<file path="config.mk">
export PLATFORM = sky130hd
export DESIGN_NAME = spine_port_arbiter
export DESIGN_NICKNAME = d
export VERILOG_FILES = /design/src/rtl/spine_pkg.sv /design/src/rtl/spine_port_arbiter_rr_pick.sv /design/src/rtl/spine_port_arbiter.sv
export SDC_FILE = /design/constraint.sdc
export NUM_CORES = 1
export LEC_CHECK = 0
export CORE_MARGIN = 2
export CORE_UTILIZATION = 35
export DETAILED_ROUTE_END_ITERATION = 8
export GPL_ROUTABILITY_DRIVEN = 1
export SKIP_LAST_GASP = 1
export SYNTH_ARGS = -nofsm -noshare
export SYNTH_HDL_FRONTEND = slang
export SYNTH_HIERARCHICAL = 1
export SYNTH_SLANG_ARGS = --single-unit
export TNS_END_PERCENT = 10
</file>
<file path="constraint.sdc">
create_clock -name clk -period 12.3 [get_ports clk]
set_input_delay 1.845 -clock clk [delete_from_list [all_inputs] [get_ports clk]]
set_output_delay 1.845 -clock clk [all_outputs]
set_load 0.005 [all_outputs]
</file>
<file path="src/rtl/spine_pkg.sv">
// Shared definitions for the spine router output-port arbiter: flit type codes,
// arbiter state encoding and the flit type extraction helper.
package spine_pkg;

  localparam int SPINE_DWIDTH = 16;

  localparam logic [1:0] FLIT_BODY   = 2'b00;
  localparam logic [1:0] FLIT_HEAD   = 2'b01;
  localparam logic [1:0] FLIT_TAIL   = 2'b10;
  localparam logic [1:0] FLIT_SINGLE = 2'b11;

  typedef enum logic {
    ARB_IDLE   = 1'b0,
    ARB_LOCKED = 1'b1
  } arb_state_e;

  function automatic logic [1:0] flit_type(input logic [SPINE_DWIDTH-1:0] data);
    return data[SPINE_DWIDTH-1 -: 2];
  endfunction

endpackage

</file>
<file path="src/rtl/spine_port_arbiter_rr_pick.sv">
// Round-robin pick: first asserted req at or after ptr, wrapping N-1 -> 0.
// Purely combinational; returns one-hot winner, its index and an any-request flag.
module rr_pick #(
  parameter  int N  = 11,
  localparam int IW = (N > 1) ? $clog2(N) : 1
) (
  input  logic [N-1:0]  req,
  input  logic [IW-1:0] ptr,
  output logic [N-1:0]  win,
  output logic [IW-1:0] idx,
  output logic          any
);

  int p;

  always_comb begin
    win = '0;
    idx = '0;
    any = 1'b0;
    p   = 0;
    for (int k = 0; k < N; k++) begin
      p = (int'(ptr) + k) % N;
      if (!any && req[p]) begin
        any    = 1'b1;
        win[p] = 1'b1;
        idx    = IW'(p);
      end
    end
  end

endmodule

</file>
<file path="src/rtl/spine_port_arbiter.sv">
// Per-output-port scheduler: round-robin over input ports, packet locking HEAD..TAIL,
// credit flow control to the downstream FIFO. SPINE_ARB_STATS_EN adds grant_cnt.
module spine_port_arbiter
  import spine_pkg::*;
#(
  parameter  int NUM_PORTS  = 11,
  parameter  int DWIDTH     = SPINE_DWIDTH,
  parameter  int FIFO_DEPTH = 8,
  localparam int CW         = $clog2(FIFO_DEPTH + 1)
) (
  input  logic                        clk,
  input  logic                        reset,
  input  logic [NUM_PORTS-1:0]        req,
  input  logic [NUM_PORTS*DWIDTH-1:0] req_data,
  output logic [NUM_PORTS-1:0]        gnt,
  output logic [DWIDTH-1:0]           out_data,
  output logic                        out_valid,
  input  logic                        credit_return,
  output logic [CW-1:0]               credits,
  output logic                        locked,
  output logic                        err_proto,
  output logic                        err_credit
`ifdef SPINE_ARB_STATS_EN
  ,
  output logic [15:0]                 grant_cnt
`endif
);

  localparam int            PW       = (NUM_PORTS > 1) ? $clog2(NUM_PORTS) : 1;
  localparam logic [CW-1:0] MAX_CRED = CW'(FIFO_DEPTH);

  arb_state_e          state_q, state_d;
  logic [PW-1:0]       rr_ptr_q, rr_ptr_d;
  logic [PW-1:0]       lock_port_q, lock_port_d;
  logic [CW-1:0]       credits_q, credits_d;
  logic [DWIDTH-1:0]   out_data_q, out_data_d;
  logic                out_valid_q, out_valid_d;
  logic                err_proto_q, err_proto_d;
  logic                err_credit_q, err_credit_d;

  logic [NUM_PORTS-1:0] pick_win;
  logic [PW-1:0]        pick_idx;
  logic                 pick_any;
  logic [NUM_PORTS-1:0] gnt_vec;
  logic [PW-1:0]        gnt_idx;
  logic                 do_grant;
  logic [DWIDTH-1:0]    win_data;
  logic [1:0]           win_type;

  rr_pick #(.N(NUM_PORTS)) u_pick (
    .req (req),
    .ptr (rr_ptr_q),
    .win (pick_win),
    .idx (pick_idx),
    .any (pick_any)
  );

  // Grant selection: while locked only lock_port may win, and never without a credit.
  always_comb begin
    gnt_vec  = '0;
    gnt_idx  = pick_idx;
    do_grant = 1'b0;
    if (!reset && credits_q != '0) begin
      if (state_q == ARB_LOCKED) begin
        gnt_idx = lock_port_q;
        if (req[lock_port_q]) begin
          do_grant             = 1'b1;
          gnt_vec[lock_port_q] = 1'b1;
        end
      end else if (pick_any) begin
        do_grant = 1'b1;
        gnt_vec  = pick_win;
      end
    end
    win_data = req_data[int'(gnt_idx)*DWIDTH +: DWIDTH];
    win_type = flit_type(win_data);
  end

  always_comb begin
    state_d      = state_q;
    rr_ptr_d     = rr_ptr_q;
    lock_port_d  = lock_port_q;
    credits_d    = credits_q;
    err_proto_d  = err_proto_q;
    err_credit_d = err_credit_q;
    out_valid_d  = do_grant;
    out_data_d   = do_grant ? win_data : out_data_q;

    if (do_grant) begin
      if (state_q == ARB_IDLE) begin
        rr_ptr_d = (gnt_idx == PW'(NUM_PORTS - 1)) ? '0 : gnt_idx + 1'b1;
        if (win_type == FLIT_HEAD) begin
          state_d     = ARB_LOCKED;
          lock_port_d = gnt_idx;
        end else if (win_type == FLIT_BODY || win_type == FLIT_TAIL) begin
          err_proto_d = 1'b1;
        end
      end else if (win_type == FLIT_TAIL || win_type == FLIT_SINGLE) begin
        state_d = ARB_IDLE;
      end
    end

    // A return that coincides with a grant cancels out, even at full credit.
    case ({do_grant, credit_return})
      2'b10: credits_d = credits_q - 1'b1;
      2'b01: begin
        if (credits_q == MAX_CRED) err_credit_d = 1'b1;
        else                       credits_d    = credits_q + 1'b1;
      end
      default: ;
    endcase
  end

  always_ff @(posedge clk) begin
    if (reset) begin
      state_q      <= ARB_IDLE;
      rr_ptr_q     <= '0;
      lock_port_q  <= '0;
      credits_q    <= MAX_CRED;
      out_data_q   <= '0;
      out_valid_q  <= 1'b0;
      err_proto_q  <= 1'b0;
      err_credit_q <= 1'b0;
    end else begin
      state_q      <= state_d;
      rr_ptr_q     <= rr_ptr_d;
      lock_port_q  <= lock_port_d;
      credits_q    <= credits_d;
      out_data_q   <= out_data_d;
      out_valid_q  <= out_valid_d;
      err_proto_q  <= err_proto_d;
      err_credit_q <= err_credit_d;
    end
  end

`ifdef SPINE_ARB_STATS_EN
  logic [15:0] grant_cnt_q, grant_cnt_d;

  always_comb begin
    grant_cnt_d = grant_cnt_q;
    if (do_grant && grant_cnt_q != 16'hFFFF) grant_cnt_d = grant_cnt_q + 16'd1;
  end

  always_ff @(posedge clk) begin
    if (reset) grant_cnt_q <= '0;
    else       grant_cnt_q <= grant_cnt_d;
  end

  assign grant_cnt = grant_cnt_q;
`endif

  assign gnt        = gnt_vec;
  assign out_data   = out_data_q;
  assign out_valid  = out_valid_q;
  assign credits    = credits_q;
  assign locked     = (state_q == ARB_LOCKED);
  assign err_proto  = err_proto_q;
  assign err_credit = err_credit_q;

endmodule

</file>
# Yosys cells after proc, flatten, opt, wreduce, memory -nomap -nowiden
# Index checks and enable logic that the tools add are counted.
dict set report classes {
  add_sub_neg 13
  n_mul 0
  div 11
  n_lt_le_gt_ge 24
  n_eq_ne 8
  n_shift 1
  n_mux 108
  bitwise 12
  n_reduce_logical 44
}
# op n
set op_table {}
lappend op_table {{32-bit by 1-bit greater-or-equal comparator with 1-bit output, second input constant} 11}
lappend op_table {{32-bit by 6-bit < comparator with 1-bit output, second input constant} 11}
lappend op_table {{32-bit by 5-bit remainder unit with 32-bit output, second input constant} 10}
lappend op_table {{176-bit by 9-bit variable part select with 16-bit output} 1}
lappend op_table {{11-bit 2-to-1 mux} 15}
lappend op_table {{11-bit bitwise OR} 10}
lappend op_table {{4-bit 2-to-1 mux} 15}
lappend op_table {{1-bit 2-to-1 mux} 53}
lappend op_table {{1-bit binary-select mux with 4-bit select} 12}
lappend op_table {{1-bit demux with 4-bit select} 12}
lappend op_table {{5-bit by 5-bit remainder unit with 32-bit output, second input constant} 1}
lappend op_table {{1-bit logical AND} 23}
lappend op_table {{4-bit by 3-bit adder with 5-bit output, second input constant} 4}
lappend op_table {{4-bit by 4-bit adder with 5-bit output, second input constant} 3}
lappend op_table {{1-bit zero test} 11}
lappend op_table {{4-bit by 2-bit adder with 5-bit output, second input constant} 2}
lappend op_table {{4-bit by 1-bit adder with 4-bit output, second input constant} 2}
lappend op_table {{4-bit == test, second input constant} 2}
lappend op_table {{4-bit one-hot mux with 2 select lines} 1}
lappend op_table {{2-bit == test, second input constant} 3}
lappend op_table {{2-bit AND reduction} 3}
lappend op_table {{4-bit by 1-bit adder with 5-bit output, second input constant} 1}
lappend op_table {{4-bit by 5-bit < comparator with 1-bit output, second input constant} 1}
lappend op_table {{2-bit by 1-bit == test with 1-bit output, second input constant} 2}
lappend op_table {{other kinds (10)} 12}
dict set report word_totals {
  register_bits 32
  latchBits 0
  ramBits 0
  rom_bits 0
  in_bits 190
  output_inout_bits 35
  word_cells 229
  mem_count 0
}

# Depth between registers and ports, before layout
# Gate-level depths: netlist (run 1).
dict set report logic_depth {
  ltp_word 42
  mapped_depth 45
  depth_no_buf 31
}

# Hierarchy
# Netlist (run 1), hierarchy kept.
# module instances cells_each area_each_um2 seq_area_each_um2
set by_module_without_submodules {}
lappend by_module_without_submodules {rr_pick 1 1288 8408.1 0.0}
lappend by_module_without_submodules {spine_port_arbiter 1 433 3261.9 640.6}

# Worst setup path before layout (run 1)
# Ideal clock, no wire load.
dict set report synth_path {
  path_kind {register to output}
  start {register rr_ptr_q[0]}
  end {output port gnt[2]}
  arrival_time_ps 8332
  required_ps 10455
  setup_slack_ps 2123
  stages_incl_launch_ff 37
  path_buffers 12
  cell_sequence {dfxtp_1 > buf_2 > buf_4 > buf_2 > buf_2 > buf_2 > buf_2 > clkbuf_1 > buf_2 > buf_1 > clkbuf_1 > inv_1 > ha_1 > xor2_2 > ha_1 > nor2b_1 > mux2_2 > buf_6 > a22oi_2 > nand2_1 > inv_2 > ha_1 > buf_1 > nor2_1 > a21oi_1 > a32o_1 > a22oi_4 > mux2i_1 > or3_1 > a32o_1 > or4b_1 > or4_4 > or2_1 > or3_4 > o221ai_1 > a22oi_1 > nor2_1}
}
dict set report synth_between {
  elab_chain_len 38
  elab_cells_between_ends 164
  classes_between {add/sub: 10; div: 11; order compare: 22; mux: 80; bitwise: 10; reduce/logical: 31}
}
# element line_no
set synth_lines {}
lappend synth_lines {{start, declared} spine_port_arbiter.sv:33} ;# logic [PW-1:0] rr_ptr_q, rr_ptr_d;
lappend synth_lines {{start signal, assigned} spine_port_arbiter.sv:126} ;# rr_ptr_q <= rr_ptr_d;
lappend synth_lines {{branches (longest 34 deep; another with 32-bit by 5-bit remainder unit with 32-bit output)} --}
lappend synth_lines {{11-bit 2-to-1 mux (*)} spine_port_arbiter_rr_pick.sv:23} ;# if (!any && req[p]) begin
lappend synth_lines {{net pick_win[2]} spine_port_arbiter.sv:41} ;# logic [NUM_PORTS-1:0] pick_win;
lappend synth_lines {{11-bit 2-to-1 mux (*)} spine_port_arbiter.sv:70} ;# end else if (pick_any) begin
lappend synth_lines {{11-bit 2-to-1 mux (*)} spine_port_arbiter.sv:64} ;# if (state_q == ARB_LOCKED) begin
lappend synth_lines {{11-bit 2-to-1 mux (*)} spine_port_arbiter.sv:63} ;# if (!reset && credits_q != '0) begin
lappend synth_lines {{end, declared} spine_port_arbiter.sv:15} ;# output logic [NUM_PORTS-1:0] gnt,
# Mark *: on every way through the listed nets, which the timed path passes. The select of a mux whose other input is x is not followed.

# Final worst setup path (run 1)
dict set report layout_path {
  start {register rr_ptr_q[2]}
  end {output port gnt[6]}
}
# The elaborated chain is that of the path after synthesis.

==> results of run 1 <==
## critical path: cells and delay by family (launching register included)
family	cells	cell delay, ns
simple gates	8	3.53
compound gates	8	2.54
fa+ha+maj	2	1.33
buf+inv	2	0.83
flops	1	0.57
## per-stage QoR
step                      hold WS (ns)  utilization (%)  instances  setup WS, ns  area, um2
after floorplan                  0.464                -       1721          2.12      11700
after global placement           0.449             43.1       2281          2.43      14100
after detailed placement         0.459             43.1       2281          2.04      14100
after CTS                        0.473             43.5       2289          1.71      14200
after global routing             0.495             43.5       2289         0.793      14200
final                            0.468             43.5       2289          1.39      14200
## logic make-up (layout without fill, tap and decap cells)
family | Yosys count | after routing
adders and majority gates | 43 | 43
xor gates and xnor gates | 30 | 30
and+or+nand+nor | 642 | 642
muxes | 134 | 134
AOI/OAI and AO/OA | 641 | 641
DFF | 32 | 32
buffers and inverters | 199 | 325
## area by class of cell
| class | count | area (um2) | area share (%) |
|---|---|---|---|
| clock buffer | 5 | 125 | 0.880 |
| multi-input combinational | 1490 | 10200 | 71.6 |
| clock inverter | 3 | 18.8 | 0.132 |
| timing repair buffer | 251 | 2440 | 17.2 |
| sequential | 32 | 644 | 4.53 |
| tap | 442 | 553 | 3.89 |
| inverter | 66 | 248 | 1.74 |
## cells in the mapped netlist, drive strengths merged, types with 19 or more instances
master and count:
nand2 162, nor2 145, a21oi 129, o21ai 114
mux2i 105, clkbuf 75, nand3 67, inv 62
buf 58, nor3 52, a31oi 47, ha 42
a221oi 32, dfxtp 32, a211oi 28, nor2b 28
nand4 27, o211ai 27, nand2b 26, xnor2 22
a21o 20, and3 20, o221ai 19, o31ai 19
## flip-flops by register name, summed over array words and instances (netlist names)
name / cells
out_data: 16
credits: 4
lock_port_q: 4
rr_ptr_q: 4
err_credit: 1
err_proto: 1
locked: 1
out_valid: 1
## worst paths after layout
check / startpoint / to / cells past startpoint
min reg2reg: err_proto / err_proto / 1
max: rr_ptr_q[2] / gnt[6] / 20
min: err_proto / err_proto / 1
max reg2reg: rr_ptr_q[2] / out_data[13] / 23
## layer usage
layer,vias up,part of all wire [%],wire (um),global-route usage [%]
met3,153,9.0,5150,4.97
met1,7194,39,22200,37.4
met4,0,5.4,3080,15.3
met5,-,0,0,0
met2,917,47,26500,53.1
li1,6929,-,-,-
==> results.json, run 1 <==
{
  "initial_antenna_violation_count": 0,
  "synth_async_sr_flop_share_pct": 0,
  "final_hold_viol_count": 0,
  "critical_path.cell_chain": "inv_1, ha_1, a211oi_1, o21ai_2, ha_1, o21ai_0, a222oi_1, or2_0, o31ai_1, a221oi_2, nand2_1, nor4b_1, and3_1, nand3_2, nand4b_1, or4b_1, o221ai_1, a22oi_1, nor2_1, clkdlybuf4s50_1",
  "post_cts_setup_inserts": 0,
  "placeableCoreArea_mm2": 0.0327,
  "rsz0062_at_grt": "false",
  "yosysWarnings": 6,
  "cp.required_ns": 10.45,
  "cts_root_buf": "clkbuf_16",
  "largest_family_of_logic_cells_by_synthesized_area": "compound AO/OA/AOI/OAI gates",
  "die-area_mm2": 0.0348,
  "globalplace.congestion": 1.07,
  "htreeDepth": 2,
  "clock_path_buffers": 2,
  "synthFlopType": "dfxtp_1",
  "hold_class": "flop to flop",
  "run_status": "finished, final reports clean",
  "portion_of_netlist_area_occupied_by_mux_cells_pct": 13.0,
  "number_of_synthesized_flops_with_an_enable_pin": 0,
  "drcViolationCount": 0,
  "die_height_um": 187,
  "post_cts_resized": 0,
  "tns_ns": 0,
  "routed_wire_length_per_instance_um": 24.9,
  "grt_pass1_wl_um": 84700,
  "biggest_area_consumer_among_synthesized_cells": "mux2i_1",
  "placement.io_buffers": 224,
  "maxCapViolCount": 0,
  "tritoncts": "built",
  "timing.setup.critical_path_class": "flop to output port",
  "clock_buffers_created_by_tritoncts": 5,
  "path_common_cell": "ha_1",
  "final_common_cell": "clkdlybuf4s50_1",
  "grt_pass1_vias": 14200,
  "critical_path_arrival_ns": 9.07,
  "clkLatencyLatePin_ns": 0.28,
  "count_of_unique_library_cells_instantiated_by_yosys": 116,
  "numClockSinks": 32,
  "area_delta_synth_final_pct": 21.9,
  "layout_filler_cell_count": 3433,
  "fin_nets": 2079,
  "largest_net_degree_at_the_start_of_global_routing": 54,
  "average_cell_area_after_synthesis_um2": 6.78,
  "post_synth_and_or_nand_nor_area_fraction_pct": 27.9,
  "crit_path_start_kind": "flop",
  "worst_path_largest_cell_delay_ns": 0.97,
  "synth.top_cell.area_share_pct": 8.92,
  "detail-route-antenna-nets": 0,
  "floorplan.initialDensity_pct": 35.7,
  "holdBufCountCts": 0,
  "mappedNetlistNets": 1954,
  "dieWidth_um": 187,
  "worstMarginPinSlew_ns": 1.19,
  "post-route-min-period_ns": 10.91,
  "global_route.usage.total_pct": 30.9,
  "crit_path_top_delay_cell": "ha_1",
  "dpl.hpwl_um": 45000,
  "maximum_net_fanout_on_the_critical_path": 34,
  "detail_route.vias_per_cell": 6.64,
  "finalClockSkew_ns": 0.00619,
  "layout-drive-gt1-share_pct": 7.26,
  "arithmetic_cell_share_of_the_synthesized_area_counting_full_adders_half_adders_and_majority_gates_pct": 4.67,
  "final_max_slew_viol_count": 0,
  "synthesis.area_mm2": 0.0117,
  "via_total_after_detailed_routing": 15200,
  "overflow": 0,
  "synth-xor-area-share_pct": 2.51,
  "drtPass1Iterations": 7,
  "rrSetupSlack_ns": 2.06,
  "worst_setup_hold_path_clk_slew_ns": 0.06,
  "rows": 66,
  "timing.fmax_mhz": 91.6,
  "synth.area.top_cells": "mux2i_1, a21oi_1, dfxtp_1",
  "worstSetupEndpointType": "output port",
  "io-pin-count": 225,
  "antenna_cells": 0,
  "synth.ff_latch_count": 32,
  "synthesized_netlist_cell_count": 1721,
  "synth_compound_gate_area_share_pct": 39.2,
  "mostFrequentLayoutCells": "clkdlybuf4s50_1, nand2_1, nor2_1",
  "timing.final.crit_share_pct": 88.7,
  "drtIter0Drc": 1897,
  "post_route_wl_um": 57000,
  "synth_seq_area_share_pct": 5.49,
  "max_slew_margin_vs_limit_pct": 20.3,
  "setup_viol": 0
}
Power of run 1 is not shown: default switching activity piles up to over one toggle a cycle in this logic, so the estimate is an artifact.
==> run 2: changes to the inputs <==
--- a/config.mk
+++ b/config.mk
@@ -9,6 +9,7 @@
 export CORE_UTILIZATION = 35
 export DETAILED_ROUTE_END_ITERATION = 8
 export GPL_ROUTABILITY_DRIVEN = 1
+export SETUP_SLACK_MARGIN = 0.05
 export SKIP_LAST_GASP = 1
 export SYNTH_ARGS = -nofsm -noshare
 export SYNTH_HDL_FRONTEND = slang
==> results of run 2 <==
No change in the layout: final DEF, timing and power equal those of run 1.
Power of run 2 is left out for the same reason.
